`src/rtl/mem_port_arbiter_if.sv`:
```
// mem_port_arbiter_if: fetch, memory-stage and memory-port signals of the shared port arbiter
interface mem_port_arbiter_if #(
   parameter int DATA_W = 32,
   parameter int ADDR_W = 32
);
   logic              if_req;
   logic [ADDR_W-1:0] if_addr;
   logic [DATA_W-1:0] if_rdata;
   logic              if_valid;
   logic              if_stall;
   logic              mem_req;
   logic              mem_we;
   logic [ADDR_W-1:0] mem_addr;
   logic [DATA_W-1:0] mem_wdata;
   logic [DATA_W-1:0] mem_rdata;
   logic              mem_done;
   logic              mem_stall;
   logic              port_req;
   logic              port_we;
   logic [ADDR_W-1:0] port_addr;
   logic [DATA_W-1:0] port_wdata;
   logic              port_ack;
   logic [DATA_W-1:0] port_rdata;
   modport slave (
      input  if_req, if_addr, mem_req, mem_we, mem_addr, mem_wdata, port_ack, port_rdata,
      output if_rdata, if_valid, if_stall, mem_rdata, mem_done, mem_stall,
             port_req, port_we, port_addr, port_wdata
   );
   modport master (
      output if_req, if_addr, mem_req, mem_we, mem_addr, mem_wdata, port_ack, port_rdata,
      input  if_rdata, if_valid, if_stall, mem_rdata, mem_done, mem_stall,
             port_req, port_we, port_addr, port_wdata
   );
endinterface

```
`src/rtl/mem_port_arbiter.sv`:
```
// mem_port_arbiter: shares one memory port between fetch and memory stage; memory stage wins
// except when fetch has lost STARVE_MAX consecutive contended decisions.
module mem_port_arbiter #(
   parameter int DATA_W     = 32,
   parameter int ADDR_W     = 32,
   parameter int STARVE_MAX = 4
) (
   input logic               clk,
   input logic               reset,
   mem_port_arbiter_if.slave bus
);
   localparam int CW = $clog2(STARVE_MAX + 1);
   typedef enum logic [1:0] {IDLE, GNT_IF, GNT_MEM, RESP} state_t;
   state_t            state_q;
   logic [CW-1:0]     starve_q;
   logic              abandon_q;
   logic              port_req_q;
   logic              port_we_q;
   logic [ADDR_W-1:0] port_addr_q;
   logic [DATA_W-1:0] port_wdata_q;
   logic [DATA_W-1:0] if_rdata_q;
   logic [DATA_W-1:0] mem_rdata_q;
   logic              if_valid_q;
   logic              mem_done_q;
   logic              gnt_if_d;
   logic              gnt_mem_d;
   logic              starve_hit;
   always_comb begin
      starve_hit = starve_q == CW'(STARVE_MAX);
      gnt_if_d   = bus.if_req && (!bus.mem_req || starve_hit);
      gnt_mem_d  = bus.mem_req && !gnt_if_d;
   end
   always_ff @(posedge clk) begin
      if (reset) begin
         state_q      <= IDLE;
         starve_q     <= '0;
         abandon_q    <= 1'b0;
         port_req_q   <= 1'b0;
         port_we_q    <= 1'b0;
         port_addr_q  <= '0;
         port_wdata_q <= '0;
         if_rdata_q   <= '0;
         mem_rdata_q  <= '0;
         if_valid_q   <= 1'b0;
         mem_done_q   <= 1'b0;
      end else begin
         if_valid_q <= 1'b0;
         mem_done_q <= 1'b0;
         case (state_q)
            IDLE: begin
               abandon_q <= 1'b0;
               if (gnt_if_d) begin
                  state_q      <= GNT_IF;
                  starve_q     <= '0;
                  port_req_q   <= 1'b1;
                  port_we_q    <= 1'b0;
                  port_addr_q  <= bus.if_addr;
                  port_wdata_q <= '0;
               end else if (gnt_mem_d) begin
                  state_q      <= GNT_MEM;
                  starve_q     <= !bus.if_req ? '0 : starve_hit ? starve_q : starve_q + CW'(1);
                  port_req_q   <= 1'b1;
                  port_we_q    <= bus.mem_we;
                  port_addr_q  <= bus.mem_addr;
                  port_wdata_q <= bus.mem_wdata;
               end
            end
            GNT_IF: begin
               // a flushed fetch still finishes on the port but never reaches the pipeline
               if (!bus.if_req) abandon_q <= 1'b1;
               if (bus.port_ack) begin
                  state_q    <= RESP;
                  port_req_q <= 1'b0;
                  if (bus.if_req && !abandon_q) begin
                     if_rdata_q <= bus.port_rdata;
                     if_valid_q <= 1'b1;
                  end
               end
            end
            GNT_MEM: begin
               if (bus.port_ack) begin
                  state_q    <= RESP;
                  port_req_q <= 1'b0;
                  mem_done_q <= 1'b1;
                  if (!port_we_q) mem_rdata_q <= bus.port_rdata;
               end
            end
            default: state_q <= IDLE;
         endcase
      end
   end
   assign bus.port_req   = port_req_q;
   assign bus.port_we    = port_we_q;
   assign bus.port_addr  = port_addr_q;
   assign bus.port_wdata = port_wdata_q;
   assign bus.if_rdata   = if_rdata_q;
   assign bus.if_valid   = if_valid_q;
   assign bus.mem_rdata  = mem_rdata_q;
   assign bus.mem_done   = mem_done_q;
   assign bus.if_stall   = bus.if_req && !if_valid_q;
   assign bus.mem_stall  = bus.mem_req && !mem_done_q;
endmodule

```
`src/flat_wrapper.sv`:
```
// flat-port wrapper written by rule: the top's interface ports become plain ports
module mem_port_arbiter_flat 
#(
   parameter int DATA_W     = 32,
   parameter int ADDR_W     = 32,
   parameter int STARVE_MAX = 4
)
  (clk, reset, bus_if_req, bus_if_addr, bus_mem_req, bus_mem_we, bus_mem_addr, bus_mem_wdata, bus_port_ack, bus_port_rdata, bus_if_rdata, bus_if_valid, bus_if_stall, bus_mem_rdata, bus_mem_done, bus_mem_stall, bus_port_req, bus_port_we, bus_port_addr, bus_port_wdata);
  mem_port_arbiter_if #(.DATA_W(DATA_W), .ADDR_W(ADDR_W)) bus_i ();
  input logic clk;
  input logic reset;
  input wire logic [$bits(bus_i.if_req)-1:0] bus_if_req;
  input wire logic [$bits(bus_i.if_addr)-1:0] bus_if_addr;
  input wire logic [$bits(bus_i.mem_req)-1:0] bus_mem_req;
  input wire logic [$bits(bus_i.mem_we)-1:0] bus_mem_we;
  input wire logic [$bits(bus_i.mem_addr)-1:0] bus_mem_addr;
  input wire logic [$bits(bus_i.mem_wdata)-1:0] bus_mem_wdata;
  input wire logic [$bits(bus_i.port_ack)-1:0] bus_port_ack;
  input wire logic [$bits(bus_i.port_rdata)-1:0] bus_port_rdata;
  output wire logic [$bits(bus_i.if_rdata)-1:0] bus_if_rdata;
  output wire logic [$bits(bus_i.if_valid)-1:0] bus_if_valid;
  output wire logic [$bits(bus_i.if_stall)-1:0] bus_if_stall;
  output wire logic [$bits(bus_i.mem_rdata)-1:0] bus_mem_rdata;
  output wire logic [$bits(bus_i.mem_done)-1:0] bus_mem_done;
  output wire logic [$bits(bus_i.mem_stall)-1:0] bus_mem_stall;
  output wire logic [$bits(bus_i.port_req)-1:0] bus_port_req;
  output wire logic [$bits(bus_i.port_we)-1:0] bus_port_we;
  output wire logic [$bits(bus_i.port_addr)-1:0] bus_port_addr;
  output wire logic [$bits(bus_i.port_wdata)-1:0] bus_port_wdata;
  assign bus_i.if_req = bus_if_req;
  assign bus_i.if_addr = bus_if_addr;
  assign bus_i.mem_req = bus_mem_req;
  assign bus_i.mem_we = bus_mem_we;
  assign bus_i.mem_addr = bus_mem_addr;
  assign bus_i.mem_wdata = bus_mem_wdata;
  assign bus_i.port_ack = bus_port_ack;
  assign bus_i.port_rdata = bus_port_rdata;
  assign bus_if_rdata = bus_i.if_rdata;
  assign bus_if_valid = bus_i.if_valid;
  assign bus_if_stall = bus_i.if_stall;
  assign bus_mem_rdata = bus_i.mem_rdata;
  assign bus_mem_done = bus_i.mem_done;
  assign bus_mem_stall = bus_i.mem_stall;
  assign bus_port_req = bus_i.port_req;
  assign bus_port_we = bus_i.port_we;
  assign bus_port_addr = bus_i.port_addr;
  assign bus_port_wdata = bus_i.port_wdata;
  mem_port_arbiter #(.DATA_W(DATA_W), .ADDR_W(ADDR_W), .STARVE_MAX(STARVE_MAX)) u_core (.clk(clk), .reset(reset), .bus(bus_i));
endmodule
```
`config.mk`:
```
export PLATFORM = sky130hd
export DESIGN_NAME = mem_port_arbiter_flat
export DESIGN_NICKNAME = d
export VERILOG_FILES = /design/src/rtl/mem_port_arbiter_if.sv /design/src/rtl/mem_port_arbiter.sv /design/src/flat_wrapper.sv
export SDC_FILE = /design/constraint.sdc
export NUM_CORES = 1
export LEC_CHECK = 0
export BUFFER_PORTS_ARGS = -buffer_cell sky130_fd_sc_hd__buf_2
export CAP_MARGIN = 15
export CELL_PAD_IN_SITES_DETAIL_PLACEMENT = 1
export CELL_PAD_IN_SITES_GLOBAL_PLACEMENT = 2
export CORE_UTILIZATION = 26
export CTS_BUF_LIST = sky130_fd_sc_hd__clkbuf_8 sky130_fd_sc_hd__clkbuf_16
export DETAILED_ROUTE_END_ITERATION = 8
export GPL_TIMING_DRIVEN = 0
export PLACE_DENSITY = 0.92
export SYNTH_ARGS = -nofsm -noshare
export SYNTH_HDL_FRONTEND = slang
export SYNTH_SLANG_ARGS = --single-unit
export TNS_END_PERCENT = 30
```
`constraint.sdc`:
```
create_clock -name clk -period 1.9 [get_ports clk]
set_input_delay 0.095 -clock clk [delete_from_list [all_inputs] [get_ports clk]]
set_output_delay 0.095 -clock clk [all_outputs]
set_load 0.1 [all_outputs]
```
==> flow_summary.yaml, run 1 <==
run_status:
  outcome: "complete, but fails checks"
  violations: "design-rule violations"
timing:
  setup_viol: 0
  tightest_slew_ps: 736
  fin_worst_skew_ps: 11.5
  fin_ws_ps: 105
  period_share_pct: 94.5
  slew_violations: 0
  min_period_ps: 1800
  fmax_mhz: 557
  rsz0062_at_grt: "no"
  holdWs_ps: 33.0
  final_hold_viol_count: 0
  final.setup.tns_ps: 0
  slew-limit-headroom_pct: 50.9
clocking:
  ctsLongestPathBuffers: 2
  cts_setup_buffers: 0
  clock-sinks: 138
  clkTransAtPathRegs_ps: 70
  clock_latency_ps: 430
  cts-htree-levels: 4
  cts_root_buf: "clkbuf_16"
  cts_made_buffers: 17
  cts_tree: "built"
cells_and_area:
  final_cells: 1385
  mostFrequentLayoutCells: "buf_2 (287), nand2_1 (165), dfxtp_1 (138)"
  multi_input_area_um2: 2660
  nFillCells: 2655
  final_common_cell: "buf_2"
  area_delta_synth_final_pct: 59.6
  final_util_pct: 42.8
  drive_above_1_share_pct: 37.3
  diodes: 0
  nets: 1232
  regArea_um2: 2760
power:
  p_leak_nw: 4.09
  ir_worst_vdd_uv: 912
  power_density_nw_per_um2: 1520
setup_path:
  required_ps: 2260
  crit_fanout: 10
  crit_start: "u_core.state_q[0]"
  crit_type: "register to register"
  r2r_cells: 8
  cp-end-kind: "register"
  r2r_start: "u_core.state_q[0]"
  startpoint_type: "register"
  reg2reg_setup_slack_ps: 100
  worstPathArrival_ps: 2150
  timing.rr.end: "u_core.bus.port_wdata[9]"
placed_design:
  gp_congestion: 0.780
  dp_hpwl_um: 16600
  io_buffers: 265
  dp_cells: 1225
  pre_cts_ws_ps: 89.1
grt:
  grt_overflow: 0
  grt_usage_pct: 22.0
  antenna_found_initial: 0
  grt_max_degree: 17
  grt_pass1_vias: 7301
  grt_pass1_wl_um: 40000
synth:
  ys_seq_elements: 138
  syn_area_um2: 5910
  synth_cell_type_count: 37
  ys_warn_count: 0
  syn_inst: 680
  synth_compound_area_share_pct: 30.6
  seq_area_frac_synth_pct: 46.8
  syn-num-nets: 820
  async_reset_ff_share_pct: 0
  yosys_most_used_dff: "dfxtp_1"
  synth_xor_area_share_pct: 0
  synth-adder-area-share_pct: 1.27
  synth_edf_count: 0
  syn_avg_cell_area_um2: 8.69
  synthMuxAreaShare_pct: 0
  synth_top_family_by_area: "compound AO/OA/AOI/OAI gates"
  synth-simple-area-share_pct: 13.0
min_path:
  holdPathEnd: "u_core.starve_q[2]"
  hp-start: "bus_mem_req"
  whs_path_depth: 3
  hp-class: "input port to register"
floorplanning:
  start_util_pct: 26.8
  core_um2: 22000
  dieArea_um2: 23300
  fp-row-count: 54
  ioPinCount: 268
  die_h_um: 153
  die_w_um: 153
route:
  vias: 6730
  drt-total-wl_um: 25600
  post_drt_wl_per_cell_um: 18.5
  first_pass_iters: 9
  ant_nets: 0
  drc: 20
  drt_iter0_drc: 242
  viasPerCell: 4.86
run:
  drv_cap: 0
worst max-delay path: stages, from the launching register on:
cell and delay, ps:
dfxtp_1 360, inv_1 90, ha_1 190, buf_2 190, o21ai_4 110, buf_4 230
buf_2 260, nand2_1 130, a21oi_2 170
cell families (layout without fill, tap and decap cells):
kind of cell    Yosys count  count (layout)
flops                   138             138
simple gates            186             186
fa+ha+maj                 6               6
buf+inv                  74             499
compound gates          276             276
metal layers:
metal	share of wire (%)	global-route usage (%)	wire length, µm	up-vias
met5	0	0	0	-
met4	1.8	7.26	462	0
met3	6.3	5.92	1610	34
met2	50	39.5	12800	248
met1	42	25.0	10700	3247
li1	-	-	-	3201
how the worst max path moves through the flow:
stage / to / slack [ps] / cells past startpoint
6_report: u_core.bus.port_wdata[9] / 100 / 8
5_1_grt: u_core.bus.port_wdata[9] / 10 / 8
4_1_cts: u_core.bus.port_wdata[29] / 70 / 7
3_5_place_dp: u_core.bus.port_wdata[29] / 90 / 7
3_3_place_gp: u_core.bus.port_wdata[29] / 130 / 7
2_1_floorplan: bus_if_stall / -240 / 1
sequential cells by signal, summed over array words and instances (netlist names):
name                   cells
u_core.abandon_q           1
u_core.bus.if_rdata       32
u_core.bus.if_valid        1
u_core.bus.mem_done        1
u_core.bus.mem_rdata      32
u_core.bus.port_addr      32
u_core.bus.port_req        1
u_core.bus.port_wdata     32
u_core.bus.port_we         1
u_core.starve_q            3
u_core.state_q             2
area by class of cell:
cell class,instances,share of cell area (%)
Clock buffer,17,4.51
Inverter,7,0.279
Clock inverter,15,1.41
Tap cell,280,3.72
Multi-Input combinational cell,468,28.2
Sequential cell,138,29.3
Buffer,67,4.98
Timing Repair Buffer,393,27.7
synth_stat cells (2+ instances only):
master      n  area (µm²)
nand2_1   165         619
dfxtp_1   138        2760
a21oi_1   105         526
o21ai_0    65         325
a31oi_1    32         200
a21oi_2    30         263
o211ai_2   30         375
buf_2      22         110
clkbuf_1   20        75.1
buf_6      16         180
ha_1        6        75.1
inv_1       6        22.5
buf_4       5        37.5
o211ai_1    5        37.5
buf_12      3        60.1
nor2_1      3        11.3
or3_1       3        18.8
and3_1      2        12.5
and3b_1     2        17.5
nand2b_1    2        12.5
nand3b_1    2        15.0
nor2b_1     2        12.5
o21ai_1     2        10.0
through the flow:
stage,power (mW),cell area [µm²]
3_3_place_gp,10.7,7590
2_1_floorplan,9.44,5910
6_report,14.3,9430
3_5_place_dp,10.8,7590
4_1_cts,14.3,9430
5_1_grt,14.9,9430
where the power goes:
group          internal (mW)  total, mW  switching, mW
registers               3.44       3.73          0.291
clock network           1.73       3.25           1.52
logic                   1.59       7.33           5.75
repair_timing:
item                       4_1_cts  5_1_grt
hold buffers                   128        0
setup endpoints to repair        0        4
hold endpoints to repair       130        0
gates resized for setup          0        4
Note: power is estimated with default switching activity, not from simulation.
==> run 2, diff against run 1 <==
--- a/config.mk
+++ b/config.mk
@@ -5,15 +5,15 @@
 export SDC_FILE = /design/constraint.sdc
 export NUM_CORES = 1
 export LEC_CHECK = 0
-export BUFFER_PORTS_ARGS = -buffer_cell sky130_fd_sc_hd__buf_2
 export CAP_MARGIN = 15
 export CELL_PAD_IN_SITES_DETAIL_PLACEMENT = 1
 export CELL_PAD_IN_SITES_GLOBAL_PLACEMENT = 2
-export CORE_UTILIZATION = 26
+export CORE_UTILIZATION = 35
 export CTS_BUF_LIST = sky130_fd_sc_hd__clkbuf_8 sky130_fd_sc_hd__clkbuf_16
 export DETAILED_ROUTE_END_ITERATION = 8
+export DONT_BUFFER_PORTS = 1
 export GPL_TIMING_DRIVEN = 0
-export PLACE_DENSITY = 0.92
+export PLACE_DENSITY = 0.91
 export SYNTH_ARGS = -nofsm -noshare
 export SYNTH_HDL_FRONTEND = slang
 export SYNTH_SLANG_ARGS = --single-unit
==> run 2 against run 1 <==
Effect of this change:
- worst hold slack improved by 18 ps
- sequential share of layout area rose by 4.6 points
- die area decreased by 25%
- non-clock buffer count is 263 lower
- the run now ends clean
- combinational power shrank 60%
- largest cell class is now registers
- clock power increased by 10%
- setup slack worse by 51 ps
- sequential power is 100% higher
- flip-flop and latch count did not move
- wire length shrank 9.4%
- largest power group is now registers
- core utilization grew 6.5 points
- critical path depth fell by 7
==> flow_summary.yaml, run 2 (synthesized netlist as in run 1, its figures left out) <==
run_status:
  outcome: "completed"
power:
  power_mw: 14.1
  clock_power_share_pct: 25.4
  p_comb_share_pct: 20.9
  seq_power_share_pct: 53.7
  switching_share_pct: 51.3
  p_leak_nw: 2.92
  power_density_nw_per_um2: 1730
  intPower_mw: 6.88
  p_switching_mw: 7.24
  ir_worst_vdd_uv: 808
setup_path:
  crit_fanout: 2
  slowest_delay_ps: 670
  path_delay_family: "simple AND/OR/NAND/NOR gates"
  cp_slowest_cell: "nor2b_4"
  cp.buffers_inverters: 0
  cp-end-kind: "output pin"
  crit_chain: "nor2b_4"
  crit_type: "register to output pin"
  startpoint_type: "register"
  worstPathArrival_ps: 1750
  required_ps: 1800
placed_design:
  gp_congestion: 0.872
  dp_hpwl_um: 15200
  pre_cts_ws_ps: -389
  io_buffers: 0
  placed_area_um2: 6190
clocking:
  cts-htree-levels: 4
  cts_root_buf: "clkbuf_16"
  cts_tree: "built"
  cts_made_buffers: 17
  clkTransAtPathRegs_ps: 60
  cts_setup_buffers: 0
  clock-sinks: 138
  ctsLongestPathBuffers: 2
  clock_latency_ps: 420
timing:
  fin_ws_ps: 53.5
  holdWs_ps: 50.9
  period_share_pct: 97.2
  tightest_slew_ps: 1060
  setup_viol: 0
  rsz0062_at_grt: "yes"
  slew_violations: 0
  final_hold_viol_count: 0
  min_period_ps: 1850
  final.setup.tns_ps: 0
  fin_worst_skew_ps: 10.4
  fmax_mhz: 542
  slew-limit-headroom_pct: 29.5
cells_and_area:
  mostFrequentLayoutCells: "nand2_1 (165), dfxtp_1 (136), dlygate4sd3_1 (130)"
  fin_area_um2: 8150
  final_common_cell: "nand2_1"
  area_delta_synth_final_pct: 38.0
  nets: 969
  nFillCells: 1857
  drive_above_1_share_pct: 17.7
  regArea_um2: 2770
  multi_input_area_um2: 2670
grt:
  antenna_found_initial: 1
  grt_pass1_vias: 6504
  grt_usage_pct: 26.7
  grt_overflow: 0
  grt_pass1_wl_um: 36100
  grt_max_degree: 17
route:
  vias: 5801
  top_layer: "met4"
  drt-total-wl_um: 23200
  wl_met2_um: 12000
  ant_nets: 0
  viasPerCell: 5.46
  wl_met1_um: 8860
  dr_wl_met3_um: 1830
  drc: 0
  first_pass_iters: 5
  drt_iter0_drc: 204
  post_drt_wl_per_cell_um: 21.9
floorplanning:
  die_h_um: 132
  ioPinCount: 268
  die_w_um: 132
  dieArea_um2: 17400
  start_util_pct: 35.8
  fp-row-count: 47
  core_um2: 16500
run:
  drv_cap: 0
min_path:
  hp-class: "input port to register"
[run 2: worst paths after layout]
path / end / cells past startpoint / slack [ps] / start
setup / recovery: bus_mem_stall / 1 / 50 / u_core.bus.mem_done
hold reg to reg: u_core.starve_q[0] / 2 / 490 / u_core.starve_q[0]
hold / removal: u_core.starve_q[2] / 3 / 50 / bus_mem_req
setup reg to reg: u_core.bus.port_addr[12] / 7 / 110 / u_core.state_q[0]
[run 2: power groups by stage]
stage | Clock [mW] | Combinational (mW) | Sequential (mW)
CTS | 3.65 | 2.83 | 7.55
finish | 3.59 | 2.96 | 7.58
floorplan | 0 | 2.01 | 7.43
global route | 3.75 | 3.23 | 7.63
global placement | 0 | 2.40 | 7.57
detailed placement | 0 | 2.58 | 7.59
[run 2: timing repair]
| action | CTS | global route |
|---|---|---|
| resized for setup | 5 | 9 |
| pin swaps | 1 | 2 |
| endpoints found under the setup margin | 32 | 47 |
| endpoints found under the hold margin | 132 | 0 |
| hold buffers | 130 | 0 |
[run 2: layout make-up]
type                            count  area share, %
Clock inverter                     13           2.36
Sequential cell                   138           33.9
Antenna cell                        1         0.0307
Clock buffer                       18           5.39
Buffer                             67           5.89
Timing Repair Buffer              130           16.0
Tap cell                          220           3.38
Inverter                            7          0.322
Multi-Input combinational cell    468           32.7
[run 2: stage by stage]
stage | util, % | std cells
floorplan | - | 680
global placement | 37.4 | 900
detailed placement | 37.4 | 900
CTS | 49.2 | 1061
global route | 49.3 | 1062
finish | 49.3 | 1062
[run 2: layer usage]
| layer | up-vias | GRT usage [%] |
|---|---|---|
| met2 | 264 | 49.3 |
| li1 | 2668 | - |
| met1 | 2825 | 27.9 |
| met4 | 0 | 10.6 |
| met3 | 44 | 8.50 |
| met5 | - | 0 |
[run 2: worst min-delay path, delay by kind of cell]
kind                   cells  cell delay [ps]
buffers and inverters      1              160
AO/OA/AOI/OAI              2              150
==> run 3, diff against run 2 <==
--- a/config.mk
+++ b/config.mk
@@ -8,6 +8,7 @@
 export CAP_MARGIN = 15
 export CELL_PAD_IN_SITES_DETAIL_PLACEMENT = 1
 export CELL_PAD_IN_SITES_GLOBAL_PLACEMENT = 2
+export CORE_MARGIN = 3
 export CORE_UTILIZATION = 35
 export CTS_BUF_LIST = sky130_fd_sc_hd__clkbuf_8 sky130_fd_sc_hd__clkbuf_16
 export DETAILED_ROUTE_END_ITERATION = 8
==> constraint.sdc (replaced) <==
create_clock -name clk -period 1.7 [get_ports clk]
set_input_delay 0.085 -clock clk [delete_from_list [all_inputs] [get_ports clk]]
set_output_delay 0.085 -clock clk [all_outputs]
set_load 0.1 [all_outputs]
==> run 3 against run 2 <==
Effect of this change:
- die area is 6.2% higher
- highest routed layer unchanged
- clock skew down 2.7 ps
- non-clock buffer count grew 5
- setup slack improved by 20 ps
- cell count rose by 0.19%
- clock power rose by 3%
- largest cell class unchanged
- power up 11%
- register-to-register slack got worse by 40 ps
- worst hold slack got worse by 4.9 ps
==> flow_summary.yaml, run 3 (synthesized netlist as in run 1, its figures left out) <==
grt:
  grt_pass1_vias: 6547
  antenna_found_initial: 1
  grt_usage_pct: 24.2
  grt_overflow: 0
  grt_pass1_wl_um: 35000
  grt_max_degree: 17
clocking:
  clkTransAtPathRegs_ps: 60
  cts_tree: "built"
  clock-sinks: 138
  cts_made_buffers: 17
  ctsLongestPathBuffers: 2
  cts-htree-levels: 4
  cts_root_buf: "clkbuf_16"
  clock_latency_ps: 420
floorplanning:
  dieArea_um2: 18500
  core_um2: 16200
  fp-row-count: 46
  start_util_pct: 36.5
  die_h_um: 136
  ioPinCount: 268
  die_w_um: 136
cells_and_area:
  mostFrequentLayoutCells: "nand2_1 (165), dfxtp_1 (133), dlygate4sd3_1 (130)"
  drive_above_1_share_pct: 19.8
  nets: 974
  nFillCells: 1846
  final_util_pct: 50.5
  final_common_cell: "nand2_1"
  area_delta_synth_final_pct: 38.4
setup_path:
  crit_type: "register to register"
  crit_top_cell: "buf_6"
  worstPathArrival_ps: 1920
  r2r_start: "u_core.state_q[0]"
  path_delay_family: "buffers and inverters"
  required_ps: 1990
  cp_slowest_cell: "dfxtp_2"
  slowest_delay_ps: 360
  crit_fanout: 10
  crit_start: "u_core.state_q[0]"
  crit_chain: "inv_2 > ha_4 > clkbuf_4 > o21a_4 > buf_6 > buf_6 > o21ai_0 > a21oi_1"
  startpoint_type: "register"
  cp.buffers_inverters: 4
  cp-end-kind: "register"
run_status:
  outcome: "completed"
timing:
  fmax_mhz: 615
  period_share_pct: 95.7
  slew-limit-headroom_pct: 28.7
  setup_viol: 0
  tightest_slew_ps: 1070
  slew_violations: 0
  fin_worst_skew_ps: 7.68
  min_period_ps: 1630
  final_hold_viol_count: 0
  final.setup.tns_ps: 0
route:
  first_pass_iters: 4
  drt_iter0_drc: 209
  ant_nets: 0
  viasPerCell: 5.43
  post_drt_wl_per_cell_um: 22.1
  drt-total-wl_um: 23500
  drc: 0
  vias: 5780
placed_design:
  gp_congestion: 0.805
  io_buffers: 0
  dp_hpwl_um: 15400
min_path:
  hp-class: "input port to register"
  hp-start: "bus_mem_req"
power:
  ir_worst_vdd_uv: 1140
  power_density_nw_per_um2: 1910
  p_leak_nw: 2.95
run:
  drv_cap: 0
-- run 3: cell count changes in the layout (fill, tap and decap cells not counted), sizes merged --
cell      before  now
clkinv         5    8
clkinvlp       2    1
inv            9   10
buf           45   52
clkbuf        40   38
bufinv         4    2
-- run 3: worst reg2reg max path: cells and delay by family (launching register included) --
| kind | cells | cell delay, ps |
|---|---|---|
| compound gates | 3 | 440 |
| flops | 1 | 360 |
| buf+inv | 4 | 540 |
| fa+ha+maj | 1 | 160 |
-- run 3: cell type report --
| type | count | area [µm²] | area share, % |
|---|---|---|---|
| repair buffers | 135 | 1330 | 16.3 |
| flip-flops and latches | 138 | 2770 | 33.9 |
| clock buffers | 18 | 439 | 5.37 |
| plain buffers | 67 | 487 | 5.95 |
| diodes | 1 | 2.50 | 0.0306 |
| clock inverters | 14 | 148 | 1.81 |
| well taps | 216 | 270 | 3.31 |
| inverters | 7 | 26.3 | 0.321 |
| multi-input cells | 468 | 2700 | 33.0 |
-- run 3: through the flow --
stage	instances	hold slack [ps]	setup WS [ps]	total power, mW	area [µm²]
detailed placement	896	230	-98.4	11.4	6180
global route	1064	43.0	-5.30	16.3	8170
global placement	896	222	-75.9	11.2	6180
CTS	1058	24.2	-12.0	15.4	8100
floorplan	680	221	23.4	10.6	5910
finish	1064	46.0	73.2	15.6	8170
-- run 3: worst paths after layout --
path / end / slack, ps / cells past startpoint
hold reg to reg: u_core.starve_q[0] / 480 / 2
hold / removal: u_core.starve_q[2] / 50 / 3
setup reg to reg: u_core.bus.port_addr[6] / 70 / 8
setup / recovery: u_core.bus.port_addr[6] / 70 / 8
-- run 3: timing repair --
action                                 4_1_cts  5_1_grt
setup buffers                                0        3
hold buffers                               130        0
cloned                                       0        2
endpoints found under the hold margin      132        0
gates resized for setup                     13       21
setup endpoints to repair                   63       85
pin swaps                                    1        1
-- run 3: routing by layer --
metal	global-route usage [%]	part of all wire (%)	up-vias
li1	-	-	2678
met1	25.5	37	2775
met2	43.5	51	275
met3	9.36	9.2	52
met4	9.46	2.6	0
met5	0	0	-
-- run 3: where the power goes --
group          switching (mW)  internal (mW)
registers                4.64           3.85
logic                    2.00           1.46
clock network            1.49           2.21
